==> config.mk <==
export PLATFORM = sky130hd
export DESIGN_NAME = regs_gen
export DESIGN_NICKNAME = d
export VERILOG_FILES = /design/src/rtl/regs_pkg.sv /design/src/rtl/regs_clear_seq.sv /design/src/rtl/regs_gen.sv
export SDC_FILE = /design/constraint.sdc
export NUM_CORES = 1
export LEC_CHECK = 0
export CORE_UTILIZATION = 35
export CTS_CLUSTER_SIZE = 10
export DETAILED_ROUTE_END_ITERATION = 10
export SLEW_MARGIN = 15
export SYNTH_ARGS = -nofsm -noshare
export SYNTH_HDL_FRONTEND = slang
export SYNTH_SLANG_ARGS = --single-unit
==> constraint.sdc <==
create_clock -name clk -period 2.81 [get_ports clk]
set_input_delay 0.562 -clock clk [delete_from_list [all_inputs] [get_ports clk]]
set_output_delay 0.562 -clock clk [all_outputs]
set_load 0.02 [all_outputs]
==> src/rtl/regs_pkg.sv <==
// regs_pkg: shared types for the register file (clear-engine states, N-bit zero helper)
package regs_pkg;
  typedef enum logic {IDLE = 1'b0, CLEAR = 1'b1} regs_state_t;
  localparam int unsigned REGS_MAX_N = 1024;
  function automatic logic [REGS_MAX_N-1:0] regs_zero();
    return '0;
  endfunction
endpackage

==> src/rtl/regs_clear_seq.sv <==
// regs_clear_seq: sequential clear walk over registers 1..2**AW-1 after reset or on clr
// ports: clk, nReset (sync, active-low), clr (request, IDLE only), busy (walk active),
//        clr_we/clr_addr (zero-write strobe and target for the register file)
module regs_clear_seq #(
  parameter int AW = 5
) (
  input  logic          clk,
  input  logic          nReset,
  input  logic          clr,
  output logic          busy,
  output logic          clr_we,
  output logic [AW-1:0] clr_addr
);
  import regs_pkg::*;
  regs_state_t   state_q, state_d;
  logic [AW-1:0] ptr_q, ptr_d;
  logic          last;
  always_comb begin
    last    = ptr_q == '1;
    state_d = state_q == CLEAR ? (last ? IDLE : CLEAR) : (clr ? CLEAR : IDLE);
    ptr_d   = state_q == CLEAR ? (last ? ptr_q : ptr_q + AW'(1)) : (clr ? AW'(1) : ptr_q);
  end
  always_ff @(posedge clk) begin
    if (!nReset) begin
      state_q <= CLEAR;
      ptr_q   <= AW'(1);
    end else begin
      state_q <= state_d;
      ptr_q   <= ptr_d;
    end
  end
  assign busy     = state_q == CLEAR;
  // reset edges must not touch the array, so the zero-write is held off while nReset is low
  assign clr_we   = busy && nReset;
  assign clr_addr = ptr_q;
endmodule

==> src/rtl/regs_gen.sv <==
// regs_gen: 2**AW x N register file, r0 hardwired zero, 2 comb read ports, 1 write port, clear engine
// ports: clk, nReset (sync, active-low), clr, w1/waddr/wdata with w_ready handshake,
//        raddr1/raddr2 -> rdata1/rdata2 (combinational), busy (clear in progress)
// optional: define REGS_BYPASS_EN to forward an accepted write's wdata to matching read ports
module regs_gen #(
  parameter int N  = 8,
  parameter int AW = 5
) (
  input  logic          clk,
  input  logic          nReset,
  input  logic          clr,
  input  logic          w1,
  input  logic [AW-1:0] waddr,
  input  logic [N-1:0]  wdata,
  output logic          w_ready,
  input  logic [AW-1:0] raddr1,
  input  logic [AW-1:0] raddr2,
  output logic [N-1:0]  rdata1,
  output logic [N-1:0]  rdata2,
  output logic          busy
);
  import regs_pkg::*;
  localparam int DEPTH = 2 ** AW;
  logic [N-1:0]  gpr [DEPTH-1:0];
  logic          clr_we, user_we, we, hit1, hit2;
  logic [AW-1:0] clr_addr, wa;
  logic [N-1:0]  wd;
  regs_clear_seq #(.AW(AW)) u_clear (
    .clk      (clk),
    .nReset   (nReset),
    .clr      (clr),
    .busy     (busy),
    .clr_we   (clr_we),
    .clr_addr (clr_addr)
  );
  assign w_ready = !busy;
  always_comb begin
    user_we = w1 && w_ready && waddr != '0;
    we      = clr_we || user_we;
    wa      = clr_we ? clr_addr : waddr;
    wd      = clr_we ? N'(regs_zero()) : wdata;
`ifdef REGS_BYPASS_EN
    hit1    = user_we && waddr == raddr1;
    hit2    = user_we && waddr == raddr2;
`else
    hit1    = 1'b0;
    hit2    = 1'b0;
`endif
    rdata1  = busy || raddr1 == '0 ? N'(regs_zero()) : hit1 ? wdata : gpr[raddr1];
    rdata2  = busy || raddr2 == '0 ? N'(regs_zero()) : hit2 ? wdata : gpr[raddr2];
  end
  always_ff @(posedge clk) begin
    if (we) gpr[wa] <= wd;
  end
endmodule

# Word-level counts from Yosys, hierarchy flattened
# Memory sizes are Yosys's and may differ from the RTL's.
# Cells that the tools add are included.
# word_totals
n_memories,1
mem_bits_rw,256
register_bits,6
out_inout_bits,18
in_bits,27
elab_cells,30
# memory_table
memory,depth,word_bits,read_ports,rd_clocked_by_memory_dff,write_ports,line_no,rtl
gpr,32,8,2,0,1,regs_gen.sv:24,logic [N-1:0] gpr [DEPTH-1:0];
# op_classes
n_reduce_logical,12
n_mux,12
addsub,1
n_eq_ne,2
# ops
cell,n
8-bit 2-to-1 mux,3
5-bit 2-to-1 mux,4
5-bit zero test,2
"5-bit by 1-bit adder with 5-bit output, second input constant",1
"5-bit == test, second input constant",1
1-bit 2-to-1 mux,5
5-bit nonzero test,1
1-bit logical AND,3
1-bit logical OR,3
"2-bit inequality test, second input constant",1
2-bit AND reduction,1
2-bit nonzero test,1
1-bit zero test,1

# Depth between registers and ports, before layout
# logic_depth
depth_word,6
ltp_mapped,8
depth_no_buf,7

# Modules after synthesis
# Synthesis repeated with hierarchy kept, for this count alone.
# hier_totals
hier_cells,745
hier_area_um2,12757.2
# by_module_without_submodules
mod,seq_area_each_um2,cells_each,n_inst,area_each_um2
regs_gen,7687.4,712,1,12458.2
regs_clear_seq,120.1,33,1,299.0

# Worst setup path before layout
# OpenSTA, ideal clock, no wires.
# synth_path
path_type,input -> output
startpoint,input port raddr2[1]
endpoint,output port rdata2[4]
path_stages,6
t_arrival_ns,1.871
path_slack_ns,0.377
required_time_ns,2.248
cell_sequence,buf_6 > buf_12 > mux4_1 > mux2_2 > nand2_1 > nand4_1
# synth_via
elab_chain_len,3
elab_cells_between_ends,4
classes_between,mux (1); reduce/logical (2); memory (1)
# synth_rtl
item,line_no,rtl
from (decl),regs_gen.sv:17,"input logic [AW-1:0] raddr2,"
"parallel branches: the longest is 2 deep, another holds memory 32 x 8 bit",--,
8-bit 2-to-1 mux *,regs_gen.sv:50,rdata2 = busy || raddr2 == '0 ? N'(regs_zero()) : hit2 ? wdata : gpr[raddr2];
to (decl),regs_gen.sv:19,"output logic [N-1:0] rdata2,"
# Every way passes the cells marked *.

==> impl_summary.log <==
INFO  metric status = finished clean
INFO  metric grt_pass1_vias = 8365
INFO  metric initial_antenna_violation_count = 1
INFO  metric avgViaCountPerCell = 5.61
INFO  metric slowest_delay = 0.51 ns
INFO  metric syn-mean-instance-area = 15.3 sq um
INFO  metric timing.final.hold_violations = 0
INFO  metric die-width = 192 um
INFO  metric wire_per_inst = 24.8 um
INFO  metric worst-setup-path-type = register to output pin
INFO  metric floorplan.initialDensity = 35.6%
INFO  metric synth-compound-area-share = 6.12%
INFO  metric port_buffers = 44
INFO  metric distinct_cells_synth = 44
INFO  metric timing.reg2reg.setup_slack = 0.34 ns
INFO  metric route.final.wire_length = 36.7 mm
INFO  metric crit-reg2reg-launch = u_clear.busy$_SDFF_PN1_
INFO  metric critical_path.slowest_cell = mux4_2
INFO  metric dr_total_vias = 8310
INFO  metric worst_setup_path_end_kind = output pin
INFO  metric p_leak = 0.00573 uW
INFO  metric synthSimpleGateAreaFrac = 7.42%
INFO  metric dieHeight = 192 um
INFO  metric powerDensity = 547 nW/um^2
INFO  metric final_cell_mix = 256 x edfxtp_1, 141 x buf_4, 133 x mux2i_1
INFO  metric synth_top_cell_by_area = edfxtp_1
INFO  metric clock_tree.buffer_depth = 3
INFO  metric cp_max_fo = 2
INFO  metric design_area = 15700 sq um
INFO  metric cp.arrival = 2.22 ns
INFO  metric drt.antenna.violating_nets = 0
INFO  metric num-fill-cells = 3191
INFO  metric commonest_non_fill_non_tap_cell_in_the_layout = edfxtp_1
INFO  metric layout-drive-gt1-share = 30.5%
INFO  metric setup.worst_path.start_class = register
INFO  metric layout-area-overhead-vs-synth = 24.4%
INFO  metric dp_hpwl = 25.5 mm
INFO  metric worstMarginPinSlew = 1.13 ns
INFO  metric number_of_nets_in_the_layout = 1034
INFO  metric cts_root_buf = clkbuf_16
INFO  metric antenna_cells = 0
INFO  metric post_synthesis_share_of_cell_area_spent_on_xor_and_xnor_gates = 0.0692%
INFO  metric cp-startpoint = gpr[12][2]$_DFFE_PP_
INFO  metric synth-async-reset-ratio = 0%
INFO  metric placed_cell_area = 14600 sq um
INFO  metric clock_insertion_delay_worst_skew = 0.56 ns
INFO  metric detail_route.drc_violations = 0
INFO  metric first_pass_iters = 5
INFO  metric rr_endpoint = gpr[1][4]$_DFFE_PP_
INFO  metric synthCells = 825
INFO  metric setup_viol = 0
INFO  metric floorplan.core_area = 35600 sq um
INFO  metric slew_headroom = 24.5%
INFO  metric dieArea = 36900 sq um
INFO  metric syn-cell-area = 12700 sq um
INFO  metric track_usage = 19.9%
INFO  metric vdd.ir_drop.worst = 0.417 mV
INFO  metric timing.final.crit_period = 2.78 ns
INFO  metric post-route-util = 44.3%
INFO  metric synth_warnings = 0
INFO  metric grt_max_degree = 33
INFO  metric htreeDepth = 1
INFO  metric worst_clock_skew = 0.0103 ns
INFO  metric power = 8610 uW
INFO  metric final_max_slew_viol_count = 0
INFO  metric worst-path-buf-inv = 1
INFO  metric achievable-frequency = 360 MHz
INFO  metric synth_seq_cells = 262
INFO  metric detailedRoute.firstIterationViolations = 939
INFO  metric number_of_clock_sinks = 262
INFO  metric setup.worst_path.end = rdata2[2]
INFO  metric rsz0062_at_grt = true
INFO  metric max-cap-violations = 0
INFO  metric synth_enable_flop_cells = 256
INFO  metric post-synth-top-area-fraction = 60.7%
INFO  metric final_min_period_over_clock_period = 99.0%
INFO  metric synthAdderAreaFrac = 0.198%
INFO  metric cp.required = 2.25 ns
INFO  metric reg2regPathDepth = 7
INFO  metric overflow = 0
INFO  metric place_congestion = 0.912
INFO  metric placementRows = 69
INFO  metric cts_tree = done
INFO  metric synth.net_count = 854
INFO  metric worstPathCellList = mux4_2 -> a22o_4 -> a21oi_4 -> nand3_2 -> buf_6
INFO  metric ioPinCount = 45
INFO  metric largest_family_of_logic_cells_by_synthesized_area = multiplexers
INFO  metric critical_path_cell_count = 5
INFO  metric clkSlewWorstSetupHoldPaths = 0.06 ns
INFO  metric crit_family = multiplexers
INFO  metric ys_seq_area_share = 61.7%
INFO  metric tritoncts.num_buffers = 30
INFO  metric min_path_type = register to register
INFO  metric wire_length_of_the_first_global_routing_pass = 53.1 mm
INFO  metric synth_mux_area_share = 22.1%
INFO  metric synth.area.top_cells = edfxtp_1 61%, mux2i_1 11%, mux4_2 9.4%
INFO  metric dominantRegCellSynth = edfxtp_1
## area by class of cell
cell class                 instances  area (sq um)  area share, %
sequential                       262          7810           49.6
multi-input combinational        505          4730           30.1
timing repair buffer             201          1770           11.2
clock buffer                      45           838           5.32
tap                              461           577           3.66
inverter                           5          18.8          0.119
clock inverter                     1          3.75         0.0238
## flip-flops by register name, indices dropped and copies added (netlist names)
signal            cells
u_clear.clr_addr      5
u_clear.busy          1
gpr                 256
## kinds of logic after synthesis
group,Yosys count
AO/OA/AOI/OAI,116
multiplexers,200
AND/OR/NAND/NOR,186
XOR/XNOR,1
adder cells (fa/ha/maj),2
buffers and inverters,58
flip-flops,262
## per-stage QoR
stage                     setup WS [ns]  std cells  setup TNS (ns)  hold slack (ns)
after global placement           -0.631       1425          -11.61            0.569
after detailed placement         -0.657       1425          -11.45            0.579
final                            0.0287       1480               0            0.594
after global routing           -0.00562       1480        -0.00562            0.620
after floorplan                   0.377        825               0            0.527
after CTS                      -0.00406       1474        -0.00406            0.595
## report_power, final
group / switching, uW / total (uW) / internal [uW]
clock network: 1480 / 3490 / 2010
logic: 416 / 767 / 351
registers: 22.9 / 4360 / 4340
## worst min path at each step
stage                                     start                          endpoint  slack, ns  cells past startpoint
2_1_floorplan  u_clear.clr_addr[0]$_SDFFE_PN1P_  u_clear.clr_addr[0]$_SDFFE_PN1P_       0.53                      1
3_3_place_gp   u_clear.clr_addr[0]$_SDFFE_PN1P_  u_clear.clr_addr[0]$_SDFFE_PN1P_       0.57                      1
3_5_place_dp   u_clear.clr_addr[4]$_SDFFE_PN0P_  u_clear.clr_addr[4]$_SDFFE_PN0P_       0.58                      1
4_1_cts        u_clear.clr_addr[4]$_SDFFE_PN0P_  u_clear.clr_addr[4]$_SDFFE_PN0P_       0.60                      1
5_1_grt        u_clear.clr_addr[4]$_SDFFE_PN0P_  u_clear.clr_addr[4]$_SDFFE_PN0P_       0.62                      1
6_report       u_clear.clr_addr[4]$_SDFFE_PN0P_  u_clear.clr_addr[4]$_SDFFE_PN0P_       0.59                      1
## cell usage after synthesis, types with 3 or more instances
cell type	n
dfxtp_1	6
nand4_1	15
nor2_1	38
buf_4	6
nor2b_1	8
nor4bb_1	3
nand3_1	37
a22o_1	5
buf_2	26
and2_1	14
nand2_1	49
buf_1	9
edfxtp_1	256
mux2i_1	134
mux4_2	53
o21ai_0	7
clkbuf_1	9
mux2_2	5
nand2b_1	3
mux4_1	8
inv_1	5
a21oi_1	37
a22oi_1	59
## repair_timing
action	in CTS	in global routing
hold buffers	0	0
pin swaps	8	6
buffers inserted	2	4
setup endpoints to repair	16	15
resized for setup	106	29
cloned	1	2
endpoints found under the hold margin	0	0
## per-layer routing
| layer | wire, um | up-vias | track usage (%) |
|---|---|---|---|
| li1 | - | 3695 | - |
| met1 | 15600 | 4234 | 26.9 |
| met2 | 18000 | 318 | 33.3 |
| met3 | 2200 | 63 | 2.67 |
| met4 | 952 | 0 | 6.03 |
| met5 | 0 | - | 0 |
(Power assumes the default switching activity.)
==> variant 1: new RTL, same settings <==
The option `REGS_BYPASS_EN` is turned on by a define.
--- a/src/rtl/regs_gen.sv
+++ b/src/rtl/regs_gen.sv
@@ -2,6 +2,8 @@
 // ports: clk, nReset (sync, active-low), clr, w1/waddr/wdata with w_ready handshake,
 //        raddr1/raddr2 -> rdata1/rdata2 (combinational), busy (clear in progress)
 // optional: define REGS_BYPASS_EN to forward an accepted write's wdata to matching read ports
+`define REGS_BYPASS_EN
+
 module regs_gen #(
   parameter int N  = 8,
   parameter int AW = 5
Behaviour: no difference found for any inputs over 10 cycles, from zero or initial values and one cycle with nReset low; that may be too few to reach the edited logic, so the function may still have changed.
==> variant 1 against the original RTL <==
The flow now finishes with violations (negative setup slack); cell area increased by 7.9%; non-clock buffer count grew 39; synthesized area is 2.7% higher; critical path depth is the same; setup slack lost 0.24 ns; sequential power about the same; sequential cell count unchanged; largest power group unchanged; routed wire length grew 0.81%; power up 2.6%; fmax down 7.9%; first-iteration DRC count down 12%.
==> variant 1: results (changes against the original RTL) <==
Timing
The worst slew slack as a fraction of its limit came to 0.216 (-0.0286). The total of endpoints with negative setup slack in the final report is 15 (+15). The largest clock skew in the final design is 0.0110 ns (+0.000675 ns). The setup slack of the critical path after layout came to -0.210 ns (-0.239 ns). The aggregate negative setup slack was -1.98 ns (-1.98 ns).

Synth
After synthesis, the cell types taking the most area are sky130_fd_sc_hd__edfxtp_1, sky130_fd_sc_hd__mux4_2, sky130_fd_sc_hd__mux2i_1, sky130_fd_sc_hd__a211oi_1, sky130_fd_sc_hd__nor2b_1. The distinct cell type count after synthesis is 54 (+23%). The net count after synthesis is 767 (-10%).

The sequential-to-total area share from yosys stat is 0.600 (-0.0163). The number of warnings printed during yosys synthesis came to 0 (unchanged). The leading register cell type out of synthesis is sky130_fd_sc_hd__edfxtp_1. The average instance area after synthesis is 17.6 um2 (+15%). By count the netlist is led by sky130_fd_sc_hd__edfxtp_1, sky130_fd_sc_hd__mux4_2, sky130_fd_sc_hd__nor2_1, sky130_fd_sc_hd__a211oi_1, sky130_fd_sc_hd__mux2i_1.

The share of flip-flops with an asynchronous set or reset after synthesis is 0 (unchanged).

Detailed routing
The number of design-rule violations left by the first detailed-router iteration came to 826 (-12%). The aggregate routed wire length was 37000 um (+0.81%). The number of search-and-repair iterations in the first detailed-routing pass is 4 (-1). The via density per instance was 5.61 (about the same). The vias after detailed routing is 8039 (-3.3%).

Worst setup path
The highest net fanout along the worst path is 2 (unchanged). The stage delay of the slowest cell on the critical path came to 0.47 ns (-0.04 ns). The largest individual stage delay along the critical path comes from the cell sky130_fd_sc_hd__mux4_2. The endpoint arrival time on the critical path is 2.46 ns (+0.24 ns).

The reg2reg setup slack is 0.58 ns (+0.24 ns).

Min path
The worst hold path belongs to the class reg -> reg.

Placement
The placed cell count is 1357 (-4.8%). The post-detailed-placement half-perimeter wirelength is 25200 um (-0.93%). The instance area at placement came to 15200 um2 (+3.8%). The final weighted congestion in routability-driven placement is 0.875 (-4.0%).

Cells and area
The fraction of final layout cells sized beyond drive strength 1 came to 0.477 (+0.171). The final net count is 985 (-4.7%). The number of fill cells in the layout is 3133 (-1.8%). Counting flops per register, the top entry is gpr. The number of inserted diodes is 0 (unchanged).

Outcome
The final reports fail on negative setup slack. The run finished, with violations left.

CTS
The cell at the root of the clock tree is sky130_fd_sc_hd__clkbuf_16. The number of buffers on the longest clock path is 3 (unchanged). The total clock buffers created by CTS is 31 (+3.3%). The register clock-pin slew on the reported worst setup and hold paths was 0.06 ns (about the same).

Global routing
The global-route wire length before repair is 54000 um (+1.7%). The global-route usage over all layers is 0.195 (-0.00406). The initial antenna violation count is 0 (-1). The via count of the first global-routing pass is 8260 (-1.3%).

Power
The leakage power summed over all cells came to 5.95 nW (+3.8%). The maximum resistive drop on vdd is 0.541 mV (+30%).
==> variant 1: area by class of cell <==
type / count / area (um2) / share of cell area
well taps: 468 / 586 / 0.0345
multi-input cells: 416 / 5280 / 0.311
inverters: 5 / 18.8 / 0.00110
flip-flops and latches: 262 / 7810 / 0.460
clock inverters: 5 / 28.8 / 0.00169
clock buffers: 37 / 798 / 0.0470
repair buffers: 240 / 2460 / 0.145
==> variant 1: per-layer routing <==
layer	vias up	track usage	wire, um
met5	-	0	0
met4	0	0.0452	726
met3	45	0.0293	2010
met2	250	0.322	18200
met1	4223	0.273	16100
li1	3521	-	-
==> variant 1: power breakdown <==
part | total, W | internal [W] | switching [W]
sequential | 0.00436 | 0.00434 | 0.0000227
clock | 0.00340 | 0.00196 | 0.00144
combinational | 0.00108 | 0.000538 | 0.000538
==> variant 1: final timing paths <==
check	startpoint	end	cells past startpoint
min	u_clear.clr_addr[0]	u_clear.clr_addr[0]	1
min reg2reg	u_clear.clr_addr[0]	u_clear.clr_addr[0]	1
max	gpr[9][4]	rdata1[4]	5
max reg2reg	u_clear.busy	gpr[9][5]	7
==> variant 1: logic make-up (layout without fill, tap and decap cells) <==
kind of cell | Yosys count | in the layout | synth area share
AO/OA/AOI/OAI | 104 | 104 | 0.0628
flip-flops | 262 | 262 | 0.600
XOR/XNOR | 10 | 10 | 0.00673
AND/OR/NAND/NOR | 128 | 128 | 0.0521
buffers and inverters | 60 | 287 | 0.0251
adder cells (fa/ha/maj) | 2 | 2 | 0.00192
multiplexers | 172 | 172 | 0.251
==> variant 1: repair_timing <==
action                     4_1_cts  5_1_grt
hold endpoints to repair         0        0
pin swaps                       36       33
gates resized for setup        190       60
cloned                           2        2
setup buffers                   21       12
setup endpoints to repair       16       16
==> variant 1: through the flow <==
stage                     hold slack [ns]   util  worst slack [ns]
after global routing                0.631  0.464            -0.274
after CTS                           0.584  0.454            -0.253
after floorplan                     0.515      -           0.00821
after global placement              0.551  0.414             -1.29
after detailed placement            0.576  0.414             -1.16
final                               0.590  0.464            -0.210
==> variant 2: new RTL, same flow settings <==
Made on the original files. Make the reset (`nReset`) asynchronous in one clocked block.
--- a/src/rtl/regs_clear_seq.sv
+++ b/src/rtl/regs_clear_seq.sv
@@ -20,7 +20,7 @@
     state_d = state_q == CLEAR ? (last ? IDLE : CLEAR) : (clr ? CLEAR : IDLE);
     ptr_d   = state_q == CLEAR ? (last ? ptr_q : ptr_q + AW'(1)) : (clr ? AW'(1) : ptr_q);
   end
-  always_ff @(posedge clk) begin
+  always_ff @(posedge clk or negedge nReset) begin
     if (!nReset) begin
       state_q <= CLEAR;
       ptr_q   <= AW'(1);
Formal check against the unedited RTL: same outputs for any inputs over 10 cycles, from zero or initial values and one cycle with nReset low; that may be too few to reach the edited logic, so the function may still have changed.
==> variant 2 against the original RTL <==
The flow now finishes with violations (negative setup slack); setup slack got worse by 0.13 ns; fmax down 4.5%; non-clock buffer count increased by 40; cell area is 4.4% higher; sequential cell count stayed put; synthesized cell count up 1.5%; first-iteration DRC count is 17% lower; synthesized area grew 1.0%; routed wire length up 5.1%; highest routed layer unchanged.
Power is not compared: it rests on default switching activity, and its combinational part moved more than twofold at a synthesized area within 25%.
==> variant 2: results (changes against the original RTL) <==
Global routing
The met1 global-route usage is 0.284 (+0.0145). The via count of the first global-routing pass was 8625 (+3.1%). The met2 global-route usage came to 0.348 (+0.0149). The met3 routing resource usage after global routing is 0.0329 (+0.00626). The global-route wire length before repair is 56400 um (+6.3%).

The initial antenna violation count is 2 (+1). The global-route usage over all layers is 0.210 (+0.0110).

Cells and area
The number of fill cells in the layout is 3174 (-0.53%). The fraction of final layout cells sized beyond drive strength 1 was 0.359 (+0.0543). The final net count was 1083 (+4.7%).

Outcome
The run finished, with violations left. The final reports fail on negative setup slack.

Detailed routing
The final routed wire length divided by cell count came to 25.2 um (+1.4%). The detailed route wirelength on metal2 came to 18700 um (+3.9%). The via density per instance is 5.60 (-0.34%). The amount of wire on met3 after detailed routing is 2470 um (+12%). The aggregate routed wire length came to 38600 um (+5.1%).

The number of design-rule violations left by the first detailed-router iteration is 783 (-17%). The length of routed wiring on met1 is 16100 um (+3.3%). The number of search-and-repair iterations in the first detailed-routing pass is 7 (+2).

Timing
The largest clock skew in the final design came to 0.00690 ns (-0.00342 ns). The total of endpoints with negative setup slack in the final report is 13 (+13). The transition time of the tightest slew-check pin came to 0.978 ns (-0.155 ns). The aggregate negative setup slack was -0.506 ns (-0.506 ns). The setup slack of the critical path after layout came to -0.102 ns (-0.131 ns).

Synth
The net count after synthesis is 866 (+1.4%). The share of flip-flops with an asynchronous set or reset after synthesis is 0.0229 (+0.0229). The commonest cells after synthesis are sky130_fd_sc_hd__edfxtp_1, sky130_fd_sc_hd__mux2i_1, sky130_fd_sc_hd__a22oi_1, sky130_fd_sc_hd__nand2_1, sky130_fd_sc_hd__mux4_2. The synthesized-area fraction occupied by adder cells is 0.00196 (-0.0000203). The distinct cell type count after synthesis is 46 (+4.5%). The xor/xnor share of the synthesized area came to 0.00205 (+0.00136). The number of cells produced by synthesis is 837 (+1.5%). Ranked by total cell area, the synthesized netlist is headed by sky130_fd_sc_hd__edfxtp_1, sky130_fd_sc_hd__mux2i_1, sky130_fd_sc_hd__mux4_2, sky130_fd_sc_hd__a22oi_1, sky130_fd_sc_hd__a21oi_1.

CTS
The setup fix buffers added after clock tree synthesis was 5 (+3). The post-CTS resize count is 118 (+11%).

Placement
The post-detailed-placement half-perimeter wirelength is 27500 um (+8.0%). The worst-case setup slack after placement is -0.574 ns (+0.0835 ns). The instance area at placement came to 15100 um2 (+3.1%). The placed cell count was 1473 (+3.4%). The final weighted congestion in routability-driven placement came to 0.925 (+1.4%).

Worst setup path
The reg2reg setup slack came to 0.25 ns (-0.09 ns). The slowest library cell on the worst path is sky130_fd_sc_hd__dfstp_2. The worst reg2reg path endpoint is gpr[15][1]. In this run the worst setup path terminates at rdata2[4].

The endpoint arrival time on the critical path came to 2.35 ns (+0.13 ns). The stage delay of the slowest cell on the critical path is 0.67 ns (+0.16 ns). The launching element of the worst setup path is u_clear.busy. On the critical path the largest part of the delay comes from flip-flops.

Min path
The class of the tightest hold or removal check is in -> async.

Power
The net switching power is 0.00259 W. IR analysis of the VDD net gives a maximum drop of 0.506 mV.
variant 2: worst min path at each step:
stage | to | from | slack, ns
after global routing | u_clear.clr_addr[1] | nReset | 0.43
after CTS | u_clear.clr_addr[1] | nReset | 0.42
final | u_clear.clr_addr[3] | nReset | 0.44
after floorplan | u_clear.clr_addr[1] | nReset | 0.27
after detailed placement | u_clear.clr_addr[0] | u_clear.clr_addr[0] | 0.62
after global placement | u_clear.clr_addr[3] | u_clear.clr_addr[3] | 0.61
variant 2: final cells by class:
class | count | area, um2 | share of cell area
multi-input cells | 516 | 5010 | 0.305
diodes | 2 | 5.00 | 0.000305
repair buffers | 241 | 2150 | 0.131
well taps | 461 | 577 | 0.0351
clock inverters | 1 | 3.75 | 0.000228
flip-flops and latches | 262 | 7840 | 0.477
clock buffers | 48 | 840 | 0.0511
inverters | 3 | 11.3 | 0.000685
variant 2: kinds of logic after synthesis:
logic type	count (synthesis)
compound gates	112
xor+xnor	3
fa+ha+maj	2
buf+inv	59
flops	262
mux	206
simple gates	193
